### config.mk
export PLATFORM = sky130hd
export DESIGN_NAME = pixel_sink
export DESIGN_NICKNAME = d
export VERILOG_FILES = /design/src/rtl/pixel_sink.sv
export SDC_FILE = /design/constraint.sdc
export NUM_CORES = 1
export LEC_CHECK = 0
export ABC_AREA = 1
export BUFFER_PORTS_ARGS = -buffer_cell sky130_fd_sc_hd__buf_2
export CAP_MARGIN = 20
export CORE_ASPECT_RATIO = 1.75
export CORE_UTILIZATION = 40
export CTS_CLUSTER_SIZE = 40
export DETAILED_ROUTE_END_ITERATION = 8
export HOLD_SLACK_MARGIN = 0.12
export SLEW_MARGIN = 20
export SYNTH_ARGS = -nofsm -noshare
export SYNTH_HDL_FRONTEND = slang
export SYNTH_SLANG_ARGS = --single-unit
### constraint.sdc
create_clock -name clk -period 2.7 [get_ports clk]
set_input_delay 0.405 -clock clk [delete_from_list [all_inputs] [get_ports clk]]
set_output_delay 0.405 -clock clk [all_outputs]
set_load 0.02 [all_outputs]
### src/rtl/pixel_sink.sv
// Pixel stream sink: clip, buffer and write drawer pixels to the framebuffer; optional clipping under PIXEL_SINK_CLIP_EN.
// Latency: pixel sampled at edge N shows as fb_we after edge N+1; one write per cycle sustained.
// Backpressure: the source cannot be stalled; fb_ready stalls the output register and FIFO, overflow drops are flagged.
module pixel_sink #(
  parameter int SCREEN_W   = 160,
  parameter int SCREEN_H   = 120,
  parameter int ADDR_W     = 15,
  parameter int FIFO_DEPTH = 8
) (
  input  logic              clk,
  input  logic              rst_n,
  input  logic [7:0]        pix_x,
  input  logic [7:0]        pix_y,
  input  logic              pix_valid,
  input  logic [1:0]        color,
  input  logic              src_done,
  input  logic              clear,
  output logic [ADDR_W-1:0] fb_addr,
  output logic [1:0]        fb_data,
  output logic              fb_we,
  input  logic              fb_ready,
  output logic              busy,
  output logic              done,
  output logic              overflow,
  output logic [7:0]        clip_cnt
);

`ifdef PIXEL_SINK_CLIP_EN
  localparam bit ClipEn = 1'b1;
`else
  localparam bit ClipEn = 1'b0;
`endif

  localparam int PW = (FIFO_DEPTH > 1) ? $clog2(FIFO_DEPTH) : 1;
  localparam int CW = PW + 1;
  localparam logic [31:0] SW = 32'(SCREEN_W);
  localparam logic [31:0] SH = 32'(SCREEN_H);

  typedef struct packed {
    logic [7:0] x;
    logic [7:0] y;
    logic [1:0] color;
  } pix_t;

  typedef enum logic [1:0] {ST_IDLE, ST_RUN, ST_FLUSH} state_t;

  pix_t              mem_q [FIFO_DEPTH];
  pix_t              mem_d [FIFO_DEPTH];
  logic [PW-1:0]     wr_ptr_q, wr_ptr_d;
  logic [PW-1:0]     rd_ptr_q, rd_ptr_d;
  logic [CW-1:0]     count_q, count_d;
  logic [ADDR_W-1:0] fb_addr_q, fb_addr_d;
  logic [1:0]        fb_data_q, fb_data_d;
  logic              fb_we_q, fb_we_d;
  logic              overflow_q, overflow_d;
  logic [7:0]        clip_cnt_q, clip_cnt_d;
  state_t            state_q, state_d;

  logic              in_range;
  logic              fifo_full;
  logic              fifo_empty;
  logic              push;
  logic              pop;
  logic              clip_ev;
  logic              ovf_ev;
  pix_t              head;
  logic [31:0]       addr_full;

  // Accept/drop decisions, FIFO bookkeeping, output register load and status counters
  always_comb begin
    in_range   = ClipEn ? (({24'd0, pix_x} < SW) && ({24'd0, pix_y} < SH)) : 1'b1;
    fifo_full  = (count_q == CW'(FIFO_DEPTH));
    fifo_empty = (count_q == '0);
    // The output register takes a new pixel when it is empty or its write completes this cycle
    pop        = !fifo_empty && (!fb_we_q || fb_ready);
    // A full FIFO still accepts a pixel when the head leaves in the same cycle
    push       = pix_valid && in_range && (!fifo_full || pop);
    clip_ev    = pix_valid && !in_range;
    ovf_ev     = pix_valid && in_range && fifo_full && !pop;
    head       = mem_q[rd_ptr_q];
    addr_full  = {24'd0, head.y} * SW + {24'd0, head.x};

    mem_d    = mem_q;
    wr_ptr_d = wr_ptr_q;
    rd_ptr_d = rd_ptr_q;
    count_d  = count_q;
    if (push) begin
      mem_d[wr_ptr_q] = '{x: pix_x, y: pix_y, color: color};
      wr_ptr_d        = wr_ptr_q + PW'(1);
    end
    if (pop) begin
      rd_ptr_d = rd_ptr_q + PW'(1);
    end
    case ({push, pop})
      2'b10:   count_d = count_q + CW'(1);
      2'b01:   count_d = count_q - CW'(1);
      default: count_d = count_q;
    endcase

    fb_addr_d = fb_addr_q;
    fb_data_d = fb_data_q;
    fb_we_d   = fb_we_q;
    if (fb_we_q && fb_ready) begin
      fb_we_d = 1'b0;
    end
    if (pop) begin
      fb_addr_d = addr_full[ADDR_W-1:0];
      fb_data_d = head.color;
      fb_we_d   = 1'b1;
    end

    // clear takes priority over a same-cycle clip or overflow event
    overflow_d = overflow_q;
    clip_cnt_d = clip_cnt_q;
    if (clear) begin
      overflow_d = 1'b0;
      clip_cnt_d = 8'd0;
    end else begin
      if (ovf_ev) begin
        overflow_d = 1'b1;
      end
      if (clip_ev && (clip_cnt_q != 8'hFF)) begin
        clip_cnt_d = clip_cnt_q + 8'd1;
      end
    end
  end

  // Sequencing: one done pulse once everything before src_done has been written
  always_comb begin
    state_d = state_q;
    done    = 1'b0;
    case (state_q)
      ST_IDLE: begin
        if (src_done) begin
          state_d = ST_FLUSH;
        end else if (pix_valid) begin
          state_d = ST_RUN;
        end
      end
      ST_RUN: begin
        if (src_done) begin
          state_d = ST_FLUSH;
        end
      end
      ST_FLUSH: begin
        if (fifo_empty && !fb_we_q) begin
          done    = 1'b1;
          state_d = ST_IDLE;
        end
      end
      default: state_d = ST_IDLE;
    endcase
  end

  // Control and status registers with synchronous reset; a pending write is abandoned
  always_ff @(posedge clk) begin
    if (!rst_n) begin
      wr_ptr_q   <= '0;
      rd_ptr_q   <= '0;
      count_q    <= '0;
      fb_addr_q  <= '0;
      fb_data_q  <= '0;
      fb_we_q    <= 1'b0;
      overflow_q <= 1'b0;
      clip_cnt_q <= 8'd0;
      state_q    <= ST_IDLE;
    end else begin
      wr_ptr_q   <= wr_ptr_d;
      rd_ptr_q   <= rd_ptr_d;
      count_q    <= count_d;
      fb_addr_q  <= fb_addr_d;
      fb_data_q  <= fb_data_d;
      fb_we_q    <= fb_we_d;
      overflow_q <= overflow_d;
      clip_cnt_q <= clip_cnt_d;
      state_q    <= state_d;
    end
  end

  // FIFO storage needs no reset: entries are only read after being written
  always_ff @(posedge clk) begin
    mem_q <= mem_d;
  end

  assign fb_addr  = fb_addr_q;
  assign fb_data  = fb_data_q;
  assign fb_we    = fb_we_q;
  assign overflow = overflow_q;
  assign clip_cnt = clip_cnt_q;
  assign busy     = (state_q != ST_IDLE) || !fifo_empty || fb_we_q;

endmodule
Word-level counts from Yosys, hierarchy flattened:

Index checks and enable logic that the tools add are counted.

* add/sub/neg operators: 5
* bitwise logic cells: 3
* reductions and logical operators: 22
* multipliers: 1
* equality and inequality tests: 8
* mux-type cells: 16
* order comparisons: 3

Operators by type and width (count)
* 144-bit bitwise mux: 1
* 18-bit binary-select mux with 3-bit select: 1
* 18-bit demux with 3-bit select: 1
* 18-bit 2-to-1 mux: 3
* 15-bit by 8-bit adder with 15-bit output: 1
* 8-bit by 3-bit multiplier with 10-bit output, second input constant: 1
* 4-bit greater-or-equal comparator, second input constant: 2
* 2-bit 2-to-1 mux: 4
* 3-bit inverter with 4-bit output: 2
* 4-bit one-hot mux with 2 select lines: 1
* 1-bit logical AND: 7
* 3-bit by 1-bit adder with 3-bit output, second input constant: 2
* 2-bit one-hot mux with 3 select lines: 1
* 2-bit nonzero test: 3
* 4-bit by 1-bit adder with 4-bit output, second input constant: 1
* 2-bit by 1-bit == test with 1-bit output, second input constant: 2
* 2-bit == test, second input constant: 2
* 4-bit == test, second input constant: 1
* 1-bit logical NOT: 4
* 4-bit logical NOT: 1
* 1-bit logical OR: 4
* 4-bit by 1-bit less-than comparator with 1-bit output, second input constant: 1
* 1-bit 2-to-1 mux: 4
* 2-bit inequality test, second input constant: 2
* other kinds (6): 6

* input bits: 24
* word-level logic and storage cells: 90
* bits in registers: 175
* output and inout port bits: 29

Longest topological paths before layout:

Gate-level depths: netlist of run 1.

* word-level depth: 7
* gate-level depth with buffers: 22
* depth with buffers taken out: 19

Worst setup path after synthesis of run 1:

Ideal clock, no wire load.

* kind: flip-flop to flip-flop
* from: register rd_ptr_q[0]
* to: register fb_addr_q[14] (netlist: fb_addr[14])
* cell stages (with the launch flop): 18
* library setup time: 0.109 ns
* data required time: 2.591 ns
* slack: -0.292 ns
* arrival time: 2.884 ns
* clock period less this slack: 2.992 ns
* path buffers: 2
* cells stage by stage: dfxtp_1 -> buf_4 -> clkbuf_1 -> o21ai_0 -> o22ai_1 -> nor2_1 -> a31oi_1 -> ha_1 -> ha_1 -> fa_1 -> xor2_2 -> nand3_2 -> nor2_2 -> nand3_1 -> nand2_1 -> nand3_1 -> nand2_1 -> inv_1

* cells in the longest elaborated chain, start to end: 6

RTL lines
* start, declared: RTL line 50 `logic [PW-1:0] rd_ptr_q, rd_ptr_d;`
* start signal, assigned: RTL line 169 `rd_ptr_q <= rd_ptr_d;`
* 3-bit inverter with 4-bit output (implied by the code) *: RTL line 80 `head = mem_q[rd_ptr_q];`
* 18-bit binary-select mux with 3-bit select *: RTL line 80
* 18-bit 2-to-1 mux (implied by the code) * (2 in series): RTL line 80
* 8-bit by 3-bit multiplier with 10-bit output: RTL line 81 `addr_full = {24'd0, head.y} * SW + {24'd0, head.x};`
* 15-bit by 8-bit adder with 15-bit output *: RTL line 81
* end signal, assigned: RTL line 171 `fb_addr_q <= fb_addr_d;`
* end, declared: RTL line 52 `logic [ADDR_W-1:0] fb_addr_q, fb_addr_d;`

Every way passes the cells marked *; elsewhere a longest branch is shown, timed or not. The select of a mux whose other input is x is not followed.
A chain may end at the register's enable or synchronous reset.

Worst setup path after layout of run 1:

* from: register rd_ptr_q[0]
* to: register fb_addr_q[11] (netlist: fb_addr[11])

The elaborated chain is that of the path after synthesis.

==> results.yml, run 1 <==
floorplan:
  fp-row-count: 66
  fp.dieW_um: 106
  die_height_um: 184
  coreArea_sq_um: 18600
  start_util_pct: 40.8
  die_area_sq_um: 19500
  io_pins: 53
finish:
  drive_gt1_share_pct: 25.8
  syn2layout_area_growth_pct: 24.4
  nNetsFinal: 837
  fin_cells: 1040
  num_antenna_cells: 0
setup_path:
  slowest_stage: "fa_2"
  cp_common_cell: "nor2_1"
  crit_required_ns: 3.08
  crit_path_start_kind: "register"
  worstSetupPathType: "reg -> reg"
  crit_fanout: 6
  crit_arrival_ns: 3.33
  worstPathCellList: "buf_12, buf_8, nor2_1, nor2_1, o21ai_0, a31oi_2, ha_1, ha_4, fa_2, xor2_4, inv_1, nor3_2, nor2_1, o21ai_1, o211ai_1, inv_1"
  path_delay_family: "adder cells"
  cp.buffers_inverters: 4
  slowest_delay_ns: 0.40
  cp-end-kind: "register"
placed_design:
  place_congestion: 0.780
  post-dp-hpwl_mm: 11.2
  placed_cells: 993
  pre_cts_ws_ns: -0.210
  io_buffers: 44
global_route:
  grt_max_degree: 27
  grt-ovfl-total: 0
  antenna_found_initial: 0
  grt_pass1_wl_mm: 27.9
  grt_pass1_vias: 5485
  grt_use_total_pct: 19.2
yosys:
  yosys_register_bits: 175
  syn_inst: 692
  yosys_warnings: 0
  mappedNetlistArea_sq_um: 7580
  ys_types: 34
  avgSynthCellArea_sq_um: 10.9
  synth_seq_area_share_pct: 65.3
sta:
  setup_viol: 5
  fmax_mhz: 339
  skew_ns: 0.0150
  period_needed_ns: 2.95
  setup_ws_ns: -0.253
  max_slew.worst_pin.slew_ns: 0.535
  rsz0062_at_grt: "true"
  fin_crit_sh_pct: 109
  hold_viol_final: 0
  setup_tns_ns: -0.924
  finalMaxSlewViolations: 0
  max_slew_margin_pct: 64.3
clock_network:
  cts_tree: "yes"
  clock_path_buffers: 2
  h-tree-depth: 4
  clk_pin_slew_ns: 0.07
  insertion_delay_ns: 0.43
  cts.sinks: 175
  numCtsBuffers: 17
  cts_root_buf: "clkbuf_16"
routing:
  drt_iter0_markers: 260
  via_per_inst: 5.18
  vias: 5388
  wl_mm: 17.5
  detail_route.first_pass.iterations: 5
  drc: 0
  final_antenna_net_count: 0
  wl_per_cell_um: 16.9
hold_path:
  hp-class: "in -> reg"
power_and_ir_drop:
  vdd_ir_drop_max_uv: 883
  p_leak_nw: 3.63
  powerDensity_nw_per_um2: 1350
job:
  drv_cap: 0
status:
  status: "complete, but fails checks"
  violations: "negative setup slack"
[flip-flops by register name, summed over array words and instances (netlist names)]
signal,cells
count_q,4
fb_data,2
fb_addr,15
rd_ptr_q,3
mem_q,144
overflow,1
state_q,2
wr_ptr_q,3
fb_we,1
[synthesized netlist by cell type]
cell type | n | area [sq um]
edfxtp_1 | 144 | 4320
nor2_1 | 127 | 477
o21ai_0 | 78 | 390
nand2_1 | 67 | 251
inv_1 | 53 | 199
dfxtp_1 | 31 | 621
nand3_1 | 30 | 150
a21oi_1 | 27 | 135
ha_1 | 20 | 250
o22ai_1 | 19 | 119
buf_2 | 14 | 70.1
buf_4 | 12 | 90.1
clkbuf_1 | 11 | 41.3
o211ai_1 | 9 | 67.6
o21ai_1 | 9 | 45.0
a31oi_1 | 8 | 50.1
o221ai_1 | 7 | 61.3
inv_2 | 4 | 15.0
fa_1 | 3 | 60.1
xor2_1 | 3 | 26.3
nor3_1 | 2 | 10.0
xnor2_1 | 2 | 17.5
a2111oi_0 | 1 | 8.76
buf_1 | 1 | 3.75
buf_6 | 1 | 11.3
clkbuf_8 | 1 | 13.8
conb_1 | 1 | 3.75
nand2_4 | 1 | 11.3
nand3_2 | 1 | 10.0
nand4_1 | 1 | 6.26
nor2_2 | 1 | 6.26
nor3b_1 | 1 | 7.51
or2_1 | 1 | 6.26
xor2_2 | 1 | 16.3
[cell type report]
| type | count | area [sq um] |
|---|---|---|
| fillers | 1620 | 9150 |
| multi-input cells | 427 | 2500 |
| flip-flops and latches | 175 | 4950 |
| inverters | 57 | 219 |
| repair buffers | 112 | 875 |
| clock buffers | 17 | 425 |
| well taps | 238 | 298 |
| clock inverters | 14 | 159 |
[layer usage]
| metal | part of all wire (%) | track usage, % | wire length (um) | vias to the layer above |
|---|---|---|---|---|
| li1 | - | - | - | 2604 |
| met1 | 38 | 20.4 | 6720 | 2618 |
| met2 | 56 | 36.3 | 9790 | 143 |
| met3 | 4.3 | 3.05 | 748 | 23 |
| met4 | 1.6 | 9.44 | 275 | 0 |
| met5 | 0 | 0 | 0 | - |
[logic make-up (layout without fill, tap and decap cells)]
group	Yosys count	in the layout	share of synthesized area, %
compound gates	158	158	11.6
simple gates	232	232	12.4
buf+inv	97	200	5.86
other cells	1	8	0.0495
flops	175	175	65.3
xor+xnor	6	6	0.793
fa+ha+maj	23	23	4.10
[timing repair]
action                                  CTS  global route
gates resized for setup                  39            50
pin swaps                                18            30
gates cloned                              1             0
hold buffers                              1             0
hold endpoints to repair                  1             0
setup buffers                             9             5
endpoints found under the setup margin    6             7
[worst paths after layout]
path | from | to | slack, ns | cells after the start
setup / recovery | rd_ptr_q[0]$_SDFFE_PN0P_ | fb_addr[11]$_SDFFE_PN0P_ | -0.25 | 16
hold / removal | src_done | state_q[0]$_SDFFE_PN0P_ | 0.17 | 2
setup reg to reg | rd_ptr_q[0]$_SDFFE_PN0P_ | fb_addr[11]$_SDFFE_PN0P_ | -0.25 | 16
hold reg to reg | fb_addr[3]$_SDFFE_PN0P_ | fb_addr[3]$_SDFFE_PN0P_ | 0.47 | 2
[where the power goes]
part / leakage [nW] / switching [W] / internal (W)
clock network: 0.281 / 0.00104 / 0.00138
registers: 1.57 / 0.000118 / 0.00317
logic: 1.78 / 0.00398 / 0.00306
[per-stage QoR]
step / total power, W / hold WS, ns / util (%) / cell area (sq um)
5_1_grt: 0.0136 / 0.174 / 50.7 / 9430
2_1_floorplan: 0.00712 / 0.427 / - / 7660
4_1_cts: 0.0118 / 0.153 / 49.5 / 9200
6_report: 0.0128 / 0.167 / 50.7 / 9430
3_3_place_gp: 0.00871 / 0.442 / 45.0 / 8370
3_5_place_dp: 0.00884 / 0.459 / 45.0 / 8370
[placed cells by master (no fill, tap or decap), types with 4 or more instances in the layout]
| master | netlist | layout |
|---|---|---|
| edfxtp_1 | 144 | 144 |
| nor2_1 | 127 | 111 |
| o21ai_0 | 78 | 62 |
| nand2_1 | 67 | 59 |
| inv_1 | 53 | 51 |
| buf_4 | 12 | 51 |
| buf_2 | 14 | 44 |
| dfxtp_1 | 31 | 29 |
| a21oi_1 | 27 | 25 |
| nand3_1 | 30 | 24 |
| o21ai_1 | 9 | 22 |
| o22ai_1 | 19 | 17 |
| clkbuf_16 | 0 | 17 |
| nor2_2 | 1 | 12 |
| ha_1 | 20 | 12 |
| o211ai_1 | 9 | 9 |
| nand2_2 | 0 | 8 |
| conb_1 | 1 | 8 |
| o221ai_1 | 7 | 7 |
| buf_6 | 1 | 7 |
| nand3_2 | 1 | 6 |
| ha_4 | 0 | 6 |
| buf_12 | 0 | 6 |
| a31oi_2 | 0 | 5 |
| nor2_4 | 0 | 5 |
| inv_2 | 4 | 4 |
Note: power is estimated with default switching activity, not from simulation.
==> run 2, diff against run 1 <==
ABC_AREA = default   (was 1)
==> results.yml, run 2 <==
status:
  status: "complete, but fails checks"
  violations: "negative setup slack"
finish:
  num_antenna_cells: 0
  drive_gt1_share_pct: 39.5
  syn2layout_area_growth_pct: 24.6
  nNetsFinal: 573
  largest_reg_flops: 144
  design_area_sq_um: 9040
  regMostFlops: "mem_q"
  final_cell_mix: "edfxtp_1 (144), buf_2 (44), buf_4 (44)"
  final_common_cell: "edfxtp_1"
hold_path:
  worstHoldPathCells: 2
  hp-class: "in -> reg"
floorplan:
  die_height_um: 180
  die_area_sq_um: 18700
  coreArea_sq_um: 17600
  fp-row-count: 64
  start_util_pct: 41.2
  fp.dieW_um: 104
  io_pins: 53
setup_path:
  crit_required_ns: 3.01
  cp-end-kind: "register"
  crit_path_start_kind: "register"
  crit_arrival_ns: 3.61
  crit_fanout: 6
  reg2reg_depth: 13
  worstSetupPathType: "reg -> reg"
clock_network:
  cts_tree: "yes"
  cts_root_buf: "clkbuf_16"
  numCtsBuffers: 17
  insertion_delay_ns: 0.42
  clk_pin_slew_ns: 0.07
  cts.sinks: 175
  h-tree-depth: 4
  clock_path_buffers: 2
routing:
  drc: 0
  drt_iter0_markers: 154
  final_antenna_net_count: 0
  wl_mm: 14.2
  detail_route.first_pass.iterations: 4
  wl_per_cell_um: 18.5
  vias: 3918
  via_per_inst: 5.09
global_route:
  antenna_found_initial: 0
  grt-ovfl-total: 0
  grt_use_total_pct: 15.9
  grt_pass1_wl_mm: 22.0
  grt_max_degree: 33
  grt_pass1_vias: 4145
yosys:
  synth_top_area_share_pct: 59.6
  synth_seq_area_share_pct: 68.2
  yosys_register_bits: 175
  synth_common_cells: "edfxtp_1 (144), nor2_1 (38), mux4_2 (36)"
  yosysMostFrequentCell: "edfxtp_1"
  syn_inst: 424
  yosys_warnings: 0
  ys_types: 39
  mappedNetlistArea_sq_um: 7250
  ys.flop_type: "edfxtp_1"
  async_flop_share_pct: 0
  avgSynthCellArea_sq_um: 17.1
  synth_enable_flop_cells: 144
  synth.top_cells.by_area: "edfxtp_1 (60%), mux4_2 (11%), dfxtp_1 (8.6%)"
  synth.largest_area_cell: "edfxtp_1"
sta:
  skew_ns: 0.00588
  whs_ns: 0.142
  setup_ws_ns: -0.597
  setup_tns_ns: -2.51
  fmax_mhz: 303
  hold_viol_final: 0
  setup_viol: 6
  max_slew_margin_pct: 66.7
  fin_crit_sh_pct: 122
  rsz0062_at_grt: "true"
  finalMaxSlewViolations: 0
  period_needed_ns: 3.30
  max_slew.worst_pin.slew_ns: 0.495
power_and_ir_drop:
  vdd_ir_drop_max_uv: 558
  p_leak_nw: 3.17
  powerDensity_nw_per_um2: 1160
placed_design:
  place_area_sq_um: 8240
  io_buffers: 44
  place_congestion: 0.736
  post-dp-hpwl_mm: 9.45
job:
  drv_cap: 0
run 2: cell count changes in the layout (fill, tap and decap cells not counted), sizes merged, moves of 9 or more:
cell / before / now
mux2: 0 / 9
nor2: 128 / 38
o211ai: 9 / 0
o22ai: 19 / 0
mux4: 0 / 36
buf: 110 / 99
nand2: 68 / 9
inv: 62 / 17
o21ai: 87 / 6
a211oi: 0 / 14
nand3: 31 / 1
a21oi: 27 / 10
mux2i: 0 / 13
run 2: layer usage:
layer	vias up	routed length (um)	track usage, %
met5	-	0	0
met4	0	393	8.34
met3	27	436	2.78
met2	95	7870	29.6
met1	1961	5540	17.0
li1	1835	-	-
run 2: cell families (layout without fill, tap and decap cells):
| logic type | after synthesis | count (layout) | synth area share (%) |
|---|---|---|---|
| flip-flops | 175 | 175 | 68.2 |
| AND/OR/NAND/NOR | 75 | 75 | 4.83 |
| adder cells (fa/ha/maj) | 23 | 23 | 4.28 |
| multiplexers | 58 | 58 | 14.4 |
| AO/OA/AOI/OAI | 38 | 38 | 3.42 |
| other | 1 | 8 | 0.0517 |
| XOR/XNOR | 19 | 19 | 2.40 |
| buffers and inverters | 35 | 143 | 2.38 |
run 2: final timing paths:
check,start,end,slack (ns)
max,rd_ptr_q[0]$_SDFFE_PN0P_,fb_addr[14]$_SDFFE_PN0P_,-0.60
min,clear,overflow$_SDFFE_PP0P_,0.14
max reg2reg,rd_ptr_q[0]$_SDFFE_PN0P_,fb_addr[14]$_SDFFE_PN0P_,-0.60
min reg2reg,fb_addr[12]$_SDFFE_PN0P_,fb_addr[12]$_SDFFE_PN0P_,0.50
run 2: worst max-delay path, cell delays in order (launching register included):
cell      delay (ns)
dfxtp_4         0.39
buf_12          0.13
buf_6           0.12
mux4_2          0.49
mux2_4          0.30
ha_4            0.29
ha_4            0.19
buf_4           0.17
a211oi_2        0.27
nor2_1          0.09
xor2_1          0.22
nand4_1         0.14
xnor2_1         0.14
o31a_1          0.23
run 2: final cells by class:
class / count / area, sq um
fillers: 1500 / 8580
flip-flops and latches: 175 / 4950
multi-input cells: 221 / 2470
repair buffers: 100 / 726
clock buffers: 19 / 433
well taps: 231 / 289
clock inverters: 13 / 131
inverters: 11 / 41.3
run 2: repair_timing:
item,CTS,global route
hold buffers,0,0
buffers inserted,2,3
pin swaps,2,14
gates resized for setup,9,22
setup endpoints to repair,7,7
gates cloned,0,1
run 2: report_power, final:
group	switching, W	internal, W	leakage [nW]
clock	0.00103	0.00129	0.273
combinational	0.00231	0.00261	1.33
sequential	0.000115	0.00313	1.56
total	0.00345	0.00703	3.17
run 2: metrics by stage:
step	cells	total power [W]	worst slack, ns	util [%]
2_1_floorplan	431	0.00623	-0.663	-
5_1_grt	770	0.0111	-0.719	51.3
3_3_place_gp	732	0.00752	-0.587	46.8
3_5_place_dp	732	0.00761	-0.676	46.8
4_1_cts	766	0.0101	-0.595	50.2
6_report	770	0.0105	-0.597	51.3
